===== src/rtl/pipe_stage_hs_pkg.sv =====
// Shared definitions for the pipeline stage register: NOP payload, hold levels, stage states.
package pipe_stage_hs_pkg;

  localparam logic [31:0] INST_NOP  = 32'h0000_0001;

  localparam logic [2:0] HOLD_NONE = 3'b000;
  localparam logic [2:0] HOLD_PC   = 3'b001;
  localparam logic [2:0] HOLD_IF   = 3'b010;
  localparam logic [2:0] HOLD_ID   = 3'b011;

  typedef enum logic [1:0] {
    ST_EMPTY = 2'd0,
    ST_ONE   = 2'd1,
    ST_FULL  = 2'd2
  } stage_state_e;

  function automatic logic [1:0] entries_held(stage_state_e s);
    case (s)
      ST_ONE:  entries_held = 2'd1;
      ST_FULL: entries_held = 2'd2;
      default: entries_held = 2'd0;
    endcase
  endfunction

endpackage


===== src/rtl/pipe_stage_hs_if.sv =====
// Valid/ready/data handshake bundle; master drives valid+data, slave drives ready.
interface pipe_stage_hs_if #(
  parameter int unsigned DW = 32
);
  logic          valid;
  logic          ready;
  logic [DW-1:0] data;

  modport master (output valid, output data, input ready);
  modport slave  (input valid, input data, output ready);
endinterface


===== src/rtl/pipe_stage_hs_en_dff.sv =====
// Enable-gated register with async active-low reset and synchronous clear to RST_VAL.
module pipe_en_dff #(
  parameter int unsigned   W       = 1,
  parameter logic [W-1:0]  RST_VAL = '0
) (
  input  logic         clk,
  input  logic         rst,
  input  logic         en,
  input  logic         clr,
  input  logic [W-1:0] d,
  output logic [W-1:0] q
);

  always_ff @(posedge clk or negedge rst) begin
    if (!rst)      q <= RST_VAL;
    else if (clr)  q <= RST_VAL;
    else if (en)   q <= d;
  end

endmodule


===== src/rtl/pipe_stage_hs.sv =====
// Pipeline stage register with valid/ready handshake, optional 2-entry skid buffer,
// level-compared hold stall and synchronous flush with a saturating drop counter.
module pipe_stage_hs
  import pipe_stage_hs_pkg::*;
#(
  parameter int unsigned   DW         = 32,
  parameter logic [DW-1:0] NOP_VALUE  = DW'(INST_NOP),
  parameter logic [2:0]    HOLD_LEVEL = HOLD_ID,
  parameter bit            SKID_EN    = 1'b1,
  parameter int unsigned   CNT_W      = 8
) (
  input  logic             clk,
  input  logic             rst,
  input  logic [2:0]       hold_flag_i,
  input  logic             flush_i,
  pipe_stage_hs_if.slave   in_if,
  pipe_stage_hs_if.master  out_if,
  output logic [CNT_W-1:0] drop_cnt_o
);

  logic [1:0]       state_q;
  stage_state_e     state, state_d;
  logic [DW-1:0]    main_q, main_d, skid_q, skid_d;
  logic             main_en, skid_en;
  logic             hold_en, in_ready, accept, take;
  logic [1:0]       n_drop;
  logic [CNT_W:0]   cnt_sum;
  logic [CNT_W-1:0] cnt_d;

  assign state   = stage_state_e'(state_q);
  assign hold_en = (hold_flag_i >= HOLD_LEVEL);

  // Skid mode keeps in_ready purely registered; single-entry mode relies on downstream ready.
  assign in_ready = SKID_EN ? ((state != ST_FULL) && !hold_en)
                            : (((state == ST_EMPTY) || out_if.ready) && !hold_en);
  assign accept   = in_if.valid && in_ready;
  assign take     = (state != ST_EMPTY) && out_if.ready && !hold_en;

  assign in_if.ready  = in_ready;
  assign out_if.valid = (state != ST_EMPTY);
  assign out_if.data  = main_q;

  always_comb begin
    state_d = state;
    main_d  = main_q;
    main_en = 1'b0;
    skid_d  = skid_q;
    skid_en = 1'b0;
    case (state)
      ST_EMPTY: begin
        if (accept) begin
          state_d = ST_ONE;
          main_d  = in_if.data;
          main_en = 1'b1;
        end
      end
      ST_ONE: begin
        if (accept && take) begin
          main_d  = in_if.data;
          main_en = 1'b1;
        end else if (accept) begin
          state_d = ST_FULL;
          skid_d  = in_if.data;
          skid_en = 1'b1;
        end else if (take) begin
          state_d = ST_EMPTY;
          main_d  = NOP_VALUE;
          main_en = 1'b1;
        end
      end
      ST_FULL: begin
        if (take) begin
          state_d = ST_ONE;
          main_d  = skid_q;
          main_en = 1'b1;
          skid_d  = NOP_VALUE;
          skid_en = 1'b1;
        end
      end
      default: state_d = ST_EMPTY;
    endcase
  end

  // Flush acts through the synchronous clear, so it overrides hold and handshake alike.
  assign n_drop  = entries_held(state) + {1'b0, accept};
  assign cnt_sum = {1'b0, drop_cnt_o} + (CNT_W+1)'(n_drop);
  assign cnt_d   = cnt_sum[CNT_W] ? '1 : cnt_sum[CNT_W-1:0];

  pipe_en_dff #(.W(2), .RST_VAL(ST_EMPTY)) u_state (
    .clk(clk), .rst(rst), .en(1'b1), .clr(flush_i), .d(state_d), .q(state_q)
  );

  pipe_en_dff #(.W(DW), .RST_VAL(NOP_VALUE)) u_main (
    .clk(clk), .rst(rst), .en(main_en), .clr(flush_i), .d(main_d), .q(main_q)
  );

  pipe_en_dff #(.W(CNT_W), .RST_VAL('0)) u_cnt (
    .clk(clk), .rst(rst), .en(flush_i), .clr(1'b0), .d(cnt_d), .q(drop_cnt_o)
  );

  generate
    if (SKID_EN) begin : g_skid
      pipe_en_dff #(.W(DW), .RST_VAL(NOP_VALUE)) u_skid (
        .clk(clk), .rst(rst), .en(skid_en), .clr(flush_i), .d(skid_d), .q(skid_q)
      );
    end else begin : g_no_skid
      logic unused_skid;
      assign skid_q      = NOP_VALUE;
      assign unused_skid = ^{skid_d, skid_en};
    end
  endgenerate

endmodule


===== src/flat_wrapper.sv =====
// flat-port wrapper written by rule: the top's interface ports become plain ports
module pipe_stage_hs_flat import pipe_stage_hs_pkg::*;
#(
  parameter int unsigned   DW         = 32,
  parameter logic [DW-1:0] NOP_VALUE  = DW'(INST_NOP),
  parameter logic [2:0]    HOLD_LEVEL = HOLD_ID,
  parameter bit            SKID_EN    = 1'b1,
  parameter int unsigned   CNT_W      = 8
)
  (clk, rst, hold_flag_i, flush_i, drop_cnt_o, in_if_valid, in_if_data, in_if_ready, out_if_valid, out_if_data, out_if_ready);
  pipe_stage_hs_if #(.DW(DW)) in_if_i ();
  pipe_stage_hs_if #(.DW(DW)) out_if_i ();
  input  logic clk;
  input  logic rst;
  input  logic [2:0] hold_flag_i;
  input  logic flush_i;
  output logic [CNT_W-1:0] drop_cnt_o;
  input wire logic [$bits(in_if_i.valid)-1:0] in_if_valid;
  input wire logic [$bits(in_if_i.data)-1:0] in_if_data;
  output wire logic [$bits(in_if_i.ready)-1:0] in_if_ready;
  output wire logic [$bits(out_if_i.valid)-1:0] out_if_valid;
  output wire logic [$bits(out_if_i.data)-1:0] out_if_data;
  input wire logic [$bits(out_if_i.ready)-1:0] out_if_ready;
  assign in_if_i.valid = in_if_valid;
  assign in_if_i.data = in_if_data;
  assign in_if_ready = in_if_i.ready;
  assign out_if_valid = out_if_i.valid;
  assign out_if_data = out_if_i.data;
  assign out_if_i.ready = out_if_ready;
  pipe_stage_hs #(.DW(DW), .NOP_VALUE(NOP_VALUE), .HOLD_LEVEL(HOLD_LEVEL), .SKID_EN(SKID_EN), .CNT_W(CNT_W)) u_core (.clk(clk), .rst(rst), .hold_flag_i(hold_flag_i), .flush_i(flush_i), .in_if(in_if_i), .out_if(out_if_i), .drop_cnt_o(drop_cnt_o));
endmodule

===== config.mk =====
export PLATFORM = sky130hd
export DESIGN_NAME = pipe_stage_hs_flat
export DESIGN_NICKNAME = d
export VERILOG_FILES = /design/src/rtl/pipe_stage_hs_pkg.sv /design/src/rtl/pipe_stage_hs_if.sv /design/src/rtl/pipe_stage_hs_en_dff.sv /design/src/rtl/pipe_stage_hs.sv /design/src/flat_wrapper.sv
export SDC_FILE = /design/constraint.sdc
export NUM_CORES = 1
export LEC_CHECK = 0
export ABC_AREA = 1
export CAP_MARGIN = 20
export CELL_PAD_IN_SITES_DETAIL_PLACEMENT = 0
export CELL_PAD_IN_SITES_GLOBAL_PLACEMENT = 1
export CORE_ASPECT_RATIO = 0.9
export CORE_MARGIN = 1.5
export CORE_UTILIZATION = 39
export DETAILED_ROUTE_END_ITERATION = 10
export GPL_ROUTABILITY_DRIVEN = 0
export PLACE_DENSITY = 0.82
export SYNTH_ARGS = -nofsm -noshare
export SYNTH_HDL_FRONTEND = slang
export SYNTH_HIERARCHICAL = 1
export SYNTH_SLANG_ARGS = --single-unit

===== constraint.sdc =====
create_clock -name clk -period 3.55 [get_ports clk]
set_input_delay 0.355 -clock clk [delete_from_list [all_inputs] [get_ports clk]]
set_output_delay 0.355 -clock clk [all_outputs]
set_load 0.01 [all_outputs]

==> results.json, run 1 <==
{
  "yosys.area_share.xor_xnor": 0.00426,
  "synth_adder_area_share": 0.0195,
  "wl_per_cell_um": 15.9,
  "insertion_delay_ns": 0.35,
  "root_buffer": "clkbuf_16",
  "dp_slack_ns": 0.535,
  "synth_top_area_share": 0.292,
  "grt_max_degree": 58,
  "drc_errors": 0,
  "min_path_type": "in2async",
  "start_kind": "flip-flop",
  "core_area_um2": 15400,
  "synthMuxAreaShare": 0.00162,
  "cap_viol_max_count": 0,
  "start_util": 0.399,
  "drt-initial-drc-count": 544,
  "vdd_ir_drop_max_uv": 219,
  "synth.distinct_cells": 42,
  "grt_pass1_vias": 6093,
  "die_area_um2": 16600,
  "final.min_clock_period_ns": 2.97,
  "setup_viol": 0,
  "end_kind": "flip-flop",
  "worst_slack_ns": 0.581,
  "yosysWarnings": 6,
  "status": "finished, final reports clean",
  "yosysSeqAreaShare": 0.301,
  "postCtsResizedCells": 0,
  "die_x_um": 136,
  "grt_pass1_wl_mm": 32.0,
  "fmax_ghz": 0.337,
  "rsz0062_at_grt": "no",
  "synth_top_family_by_area": "simple AND/OR/NAND/NOR gates",
  "clock_path_buffers": 2,
  "p_leak_uw": 0.00367,
  "postCtsHoldBufs": 0,
  "synth.top_cells.by_count": "nand2_1 (321), nand3_1 (157), nor2_1 (123), dfrtp_1 (72), inv_1 (67)",
  "drive_above_1_share": 0.0801,
  "htreeDepth": 3,
  "post-route-period-util": 0.836,
  "synth_edf_count": 0,
  "worst_pin_slew_ns": 0.792,
  "synth_top_area_cell": "dfrtp_1",
  "worstSetupPathType": "reg2reg",
  "routed_wl_mm": 19.9,
  "die_h_um": 122,
  "critPathArrivalTime_ns": 3.26,
  "row_count": 43,
  "dp_hpwl_mm": 13.5,
  "synth_compound_area_frac": 0.100,
  "synth_simple_gate_area_share": 0.459,
  "ios": 82,
  "clock_sinks": 74,
  "cts_setup_buffers": 0,
  "crit_path_max_fanout": 17,
  "synthArstFlopShare": 1.00,
  "slew_violations": 0,
  "skew_ns": 0.00692,
  "synth-seq-cells": 74,
  "hold_slack_ns": 0.0996,
  "ys.flop_type": "dfrtp_1",
  "firstDrtPassIters": 5,
  "syn_area_um2": 6170,
  "worst_ep_required_time_ns": 3.84,
  "syn_to_final_growth_pct": 18.3,
  "setup_tns_ns": 0,
  "grt_overflow_total": 0,
  "vias": 6581,
  "fin_area_um2": 7300,
  "placed_cell_area_um2": 7010,
  "syn_avg_cell_area_um2": 6.22,
  "post_synth_inst_count": 991,
  "ant_nets": 0,
  "antenna_found_initial": 0,
  "synth_most_common_cell": "nand2_1",
  "cts_tree": "yes",
  "nFillCells": 1641,
  "hold_viol_final": 0,
  "nets": 1093,
  "insertedDiodeCount": 0,
  "io_buffers": 81,
  "cts.clk_slew.worst_paths_ns": 0.06,
  "p_per_area_nw_per_um2": 297,
  "max_slew_margin": 0.472,
  "vias_per_cell": 5.26,
  "grt.total_usage": 0.248,
  "ys_top_cells_by_area": "dfrtp_1 (29%), nand2_1 (20%), nand3_1 (13%)",
  "cts_made_buffers": 9
}
-- placed cells by master (no fill, tap or decap), drive strengths merged, types with 4 or more instances in the layout --
cell type / count
a21oi: 23
a22oi: 4
buf: 20
clkbuf: 13
clkdlybuf4s50: 80
clkinv: 4
conb: 5
dfrtp: 72
ha: 8
inv: 75
nand2: 345
nand3: 157
nand4: 4
nor2: 134
o211ai: 7
o21ai: 79
or2: 5
-- sequential cells by signal, indices dropped and copies added, names as in the netlist --
| signal | cells |
|---|---|
| u_core/u_state/q | 2 |
| u_core/g_skid.u_skid/q | 32 |
| u_core/u_main/q | 32 |
| u_core/u_cnt/q | 8 |
-- final cells by class --
class                   count  area, µm²  area share
inverters                  77        297      0.0406
clock inverters             3       40.0     0.00549
flip-flops and latches     74       1850       0.254
repair buffers            100        976       0.134
clock buffers              13        250      0.0343
multi-input cells         782       3630       0.497
well taps                 202        253      0.0346
-- power breakdown --
part | internal, µW | switching [µW]
Clock | 563 | 373
Combinational | 128 | 235
Sequential | 856 | 15.8
Total | 1550 | 624
-- critical path, cell delays in order (launching register included) --
cell,delay (ns)
dfrtp_1,0.39
inv_1,0.11
ha_1,0.25
inv_4,0.20
nand3_1,0.14
nor2_2,0.19
ha_1,0.19
xor2_1,0.24
fa_1,0.24
nand2_1,0.09
nor3_1,0.28
nand3_1,0.28
o21ai_0,0.15
nand3_1,0.09
nand2_1,0.07
-- worst paths after layout --
kind	from	end	slack, ns	depth (start not counted)
max	u_core/u_state/q[0]	u_core/u_cnt/q[2]	0.58	14
min	rst	u_core/g_skid.u_skid/q[16]	0.1	1
max reg2reg	u_core/u_state/q[0]	u_core/u_cnt/q[2]	0.58	14
min reg2reg	u_core/g_skid.u_skid/q[0]	u_core/g_skid.u_skid/q[0]	0.47	2
max in group asynchronous	rst	u_core/g_skid.u_skid/q[27]	2.70	2
min in group clk	u_core/g_skid.u_skid/q[0]	u_core/g_skid.u_skid/q[0]	0.47	2
-- routing by layer --
layer	wire length [µm]	track usage	part of all wire	up-vias
li1	-	-	-	3258
met1	8920	0.328	0.45	3103
met2	9490	0.414	0.48	195
met3	973	0.0409	0.049	25
met4	500	0.0806	0.025	0
met5	0	0	0	-
-- cells by family (layout without fill, tap and decap cells) --
kind of cell	count (synthesis)	after routing
AND/OR/NAND/NOR	648	648
buffers and inverters	138	193
XOR/XNOR	3	3
other	2	5
adder cells (fa/ha/maj)	9	9
multiplexers	1	1
AO/OA/AOI/OAI	116	116
flip-flops	74	74
-- stage by stage --
step	cells	utilization	total power [µW]
floorplan	994	-	1100
global placement	1235	0.454	1250
detailed placement	1235	0.454	1250
CTS	1251	0.473	2190
global route	1251	0.473	2260
finish	1251	0.473	2170
No activity file was read; power rests on OpenSTA's default activity.
==> inputs of run 2 (changes only) <==
clock period = 2.8 ns   (was 3.55 ns; I/O delays follow)
==> run 2 against run 1 <==
Clock skew up 0.00055 ns. Core utilization rose by 0.85 points. Cell count increased by 1.1%. Hold slack better by 0.32 ns. Fmax is 16% higher. Wire length up 2.1%. Clock power is 28% higher. Sequential cell count did not move. Register-to-register slack got worse by 0.34 ns. Largest cell class unchanged.
==> results.json, run 2 (same netlist as run 1, synthesis figures left out) <==
{
  "io_buffers": 81,
  "final_common_cell": "nand2_1",
  "crit_path_max_fanout": 7,
  "p_leak_uw": 0.00374,
  "final_cell_mix": "nand2_1 (321), nand3_1 (155), nor2_1 (123), clkdlybuf4s50_1 (80), dfrtp_1 (72)",
  "critPathArrivalTime_ns": 2.84,
  "r2r_start": "u_core/u_state/q[0]",
  "max_slew_margin": 0.400,
  "worst_pin_slew_ns": 0.897,
  "vias_per_cell": 5.26,
  "grt_pass1_vias": 6422,
  "syn_to_final_growth_pct": 20.5,
  "cts.clk_slew.worst_paths_ns": 0.06,
  "status": "finished, final reports clean",
  "dp_hpwl_mm": 14.0,
  "vdd_ir_drop_max_uv": 292,
  "cts_tree": "yes",
  "insertion_delay_ns": 0.34,
  "cts_made_buffers": 9,
  "vias": 6649,
  "grt.total_usage": 0.259,
  "wl_per_cell_um": 16.0,
  "grt_overflow_total": 0,
  "start_kind": "flip-flop",
  "htreeDepth": 3,
  "antenna_found_initial": 0,
  "setup_viol": 0,
  "hold_viol_final": 0,
  "clock_path_buffers": 2,
  "min_path_type": "in2async",
  "start_util": 0.399,
  "drt-initial-drc-count": 484,
  "slowest_stage": "dfrtp_1",
  "setup_tns_ns": 0,
  "nets": 1107,
  "ant_nets": 0,
  "slowest_delay_ns": 0.34,
  "firstDrtPassIters": 5,
  "worstRegToRegCells": 14,
  "multi_input_area_um2": 3650,
  "p_per_area_nw_per_um2": 373,
  "skew_ns": 0.00747,
  "die_x_um": 136,
  "rrSetupSlack_ns": 0.24,
  "cts_setup_buffers": 0,
  "core_area_um2": 15400,
  "routed_wl_mm": 20.3,
  "total_power_uw": 2770,
  "drive_above_1_share": 0.0941,
  "rsz0062_at_grt": "no",
  "rr_endpoint": "u_core/u_cnt/q[2]",
  "die_area_um2": 16600,
  "grt_max_degree": 75,
  "cap_viol_max_count": 0,
  "crit_chain": "inv_1, ha_1, inv_4, nand3_2, nor2_4, ha_1, xor2_1, fa_1, nand2_1, nor3_2, nand3_2, o21ai_0, nand3_1, nand2_1",
  "final.min_clock_period_ns": 2.56,
  "ios": 82,
  "reg_top3": "u_core/g_skid.u_skid/q x32, u_core/u_main/q x32, u_core/u_cnt/q x8",
  "worst_ep_required_time_ns": 3.08,
  "root_buffer": "clkbuf_16",
  "worstSetupPathType": "reg2reg",
  "clock_sinks": 74,
  "slew_violations": 0,
  "grt_pass1_wl_mm": 33.4,
  "post-route-period-util": 0.913,
  "final-seq-area_um2": 1850,
  "row_count": 43,
  "die_h_um": 122,
  "nFillCells": 1591,
  "insertedDiodeCount": 0,
  "drc_errors": 0,
  "fmax_ghz": 0.391,
  "end_kind": "flip-flop"
}
-- run 2: changes by cell type in the layout (fill, tap and decap cells not counted), moves of 2 or more --
cell / delta
buf_12: -2
buf_4: +14
nand3_1: -2
nand3_2: +2
-- run 2: repair_timing --
item / 4_1_cts / 5_1_grt
endpoints found under the hold margin: 0 / 27
hold buffers: 0 / 1
endpoints found under the setup margin: 0 / 7
resized for setup: 0 / 2
-- run 2: final cells by class --
type                            instances  area share
Clock buffer                           14      0.0355
Clock inverter                          2     0.00471
Inverter                               77      0.0399
Multi-Input combinational cell        782       0.491
Sequential cell                        74       0.250
Tap cell                              202      0.0340
Timing Repair Buffer                  114       0.145
-- run 2: power breakdown --
group | switching, µW | total (µW) | internal [µW]
sequential | 19.7 | 1100 | 1090
clock | 460 | 1200 | 739
combinational | 301 | 471 | 170
-- run 2: worst max path at each step --
stage	from	endpoint	slack [ns]	cells after the start
3_3_place_gp	hold_flag_i[1]	u_core/u_cnt/q[2]	0.11	13
6_report	u_core/u_state/q[0]	u_core/u_cnt/q[2]	0.24	14
4_1_cts	u_core/u_state/q[0]	u_core/u_cnt/q[2]	0.10	14
2_1_floorplan	u_core/u_state/q[0]	u_core/u_cnt/q[2]	0.03	16
5_1_grt	u_core/u_state/q[0]	u_core/u_cnt/q[2]	0.08	14
3_5_place_dp	hold_flag_i[1]	u_core/u_cnt/q[2]	0.07	13
-- run 2: worst max-delay path, delay by kind of cell, from the launching register on --
| kind | cells | cell delay (ns) |
|---|---|---|
| and+or+nand+nor | 7 | 0.95 |
| adders and majority gates | 3 | 0.67 |
| xor gates and xnor gates | 1 | 0.25 |
| DFF | 1 | 0.34 |
| buffers and inverters | 2 | 0.16 |
| AOI/OAI and AO/OA | 1 | 0.13 |
-- run 2: routing by layer --
metal / vias up / share of wire / GRT usage
li1: 3288 / - / -
met1: 3147 / 0.44 / 0.335
met2: 181 / 0.48 / 0.431
met3: 33 / 0.050 / 0.0454
met4: 0 / 0.033 / 0.104
met5: - / 0 / 0
-- run 2: through the flow --
step / hold WS [ns] / setup slack, ns / instances / utilization / cell area [µm²]
5_1_grt: 0.469 / 0.0752 / 1265 / 0.481 / 7430
4_1_cts: 0.160 / 0.103 / 1263 / 0.478 / 7380
2_1_floorplan: -0.0156 / 0.0253 / 994 / - / 6200
3_5_place_dp: 0.459 / 0.0742 / 1247 / 0.459 / 7080
6_report: 0.425 / 0.244 / 1265 / 0.481 / 7430
3_3_place_gp: 0.454 / 0.114 / 1247 / 0.459 / 7080
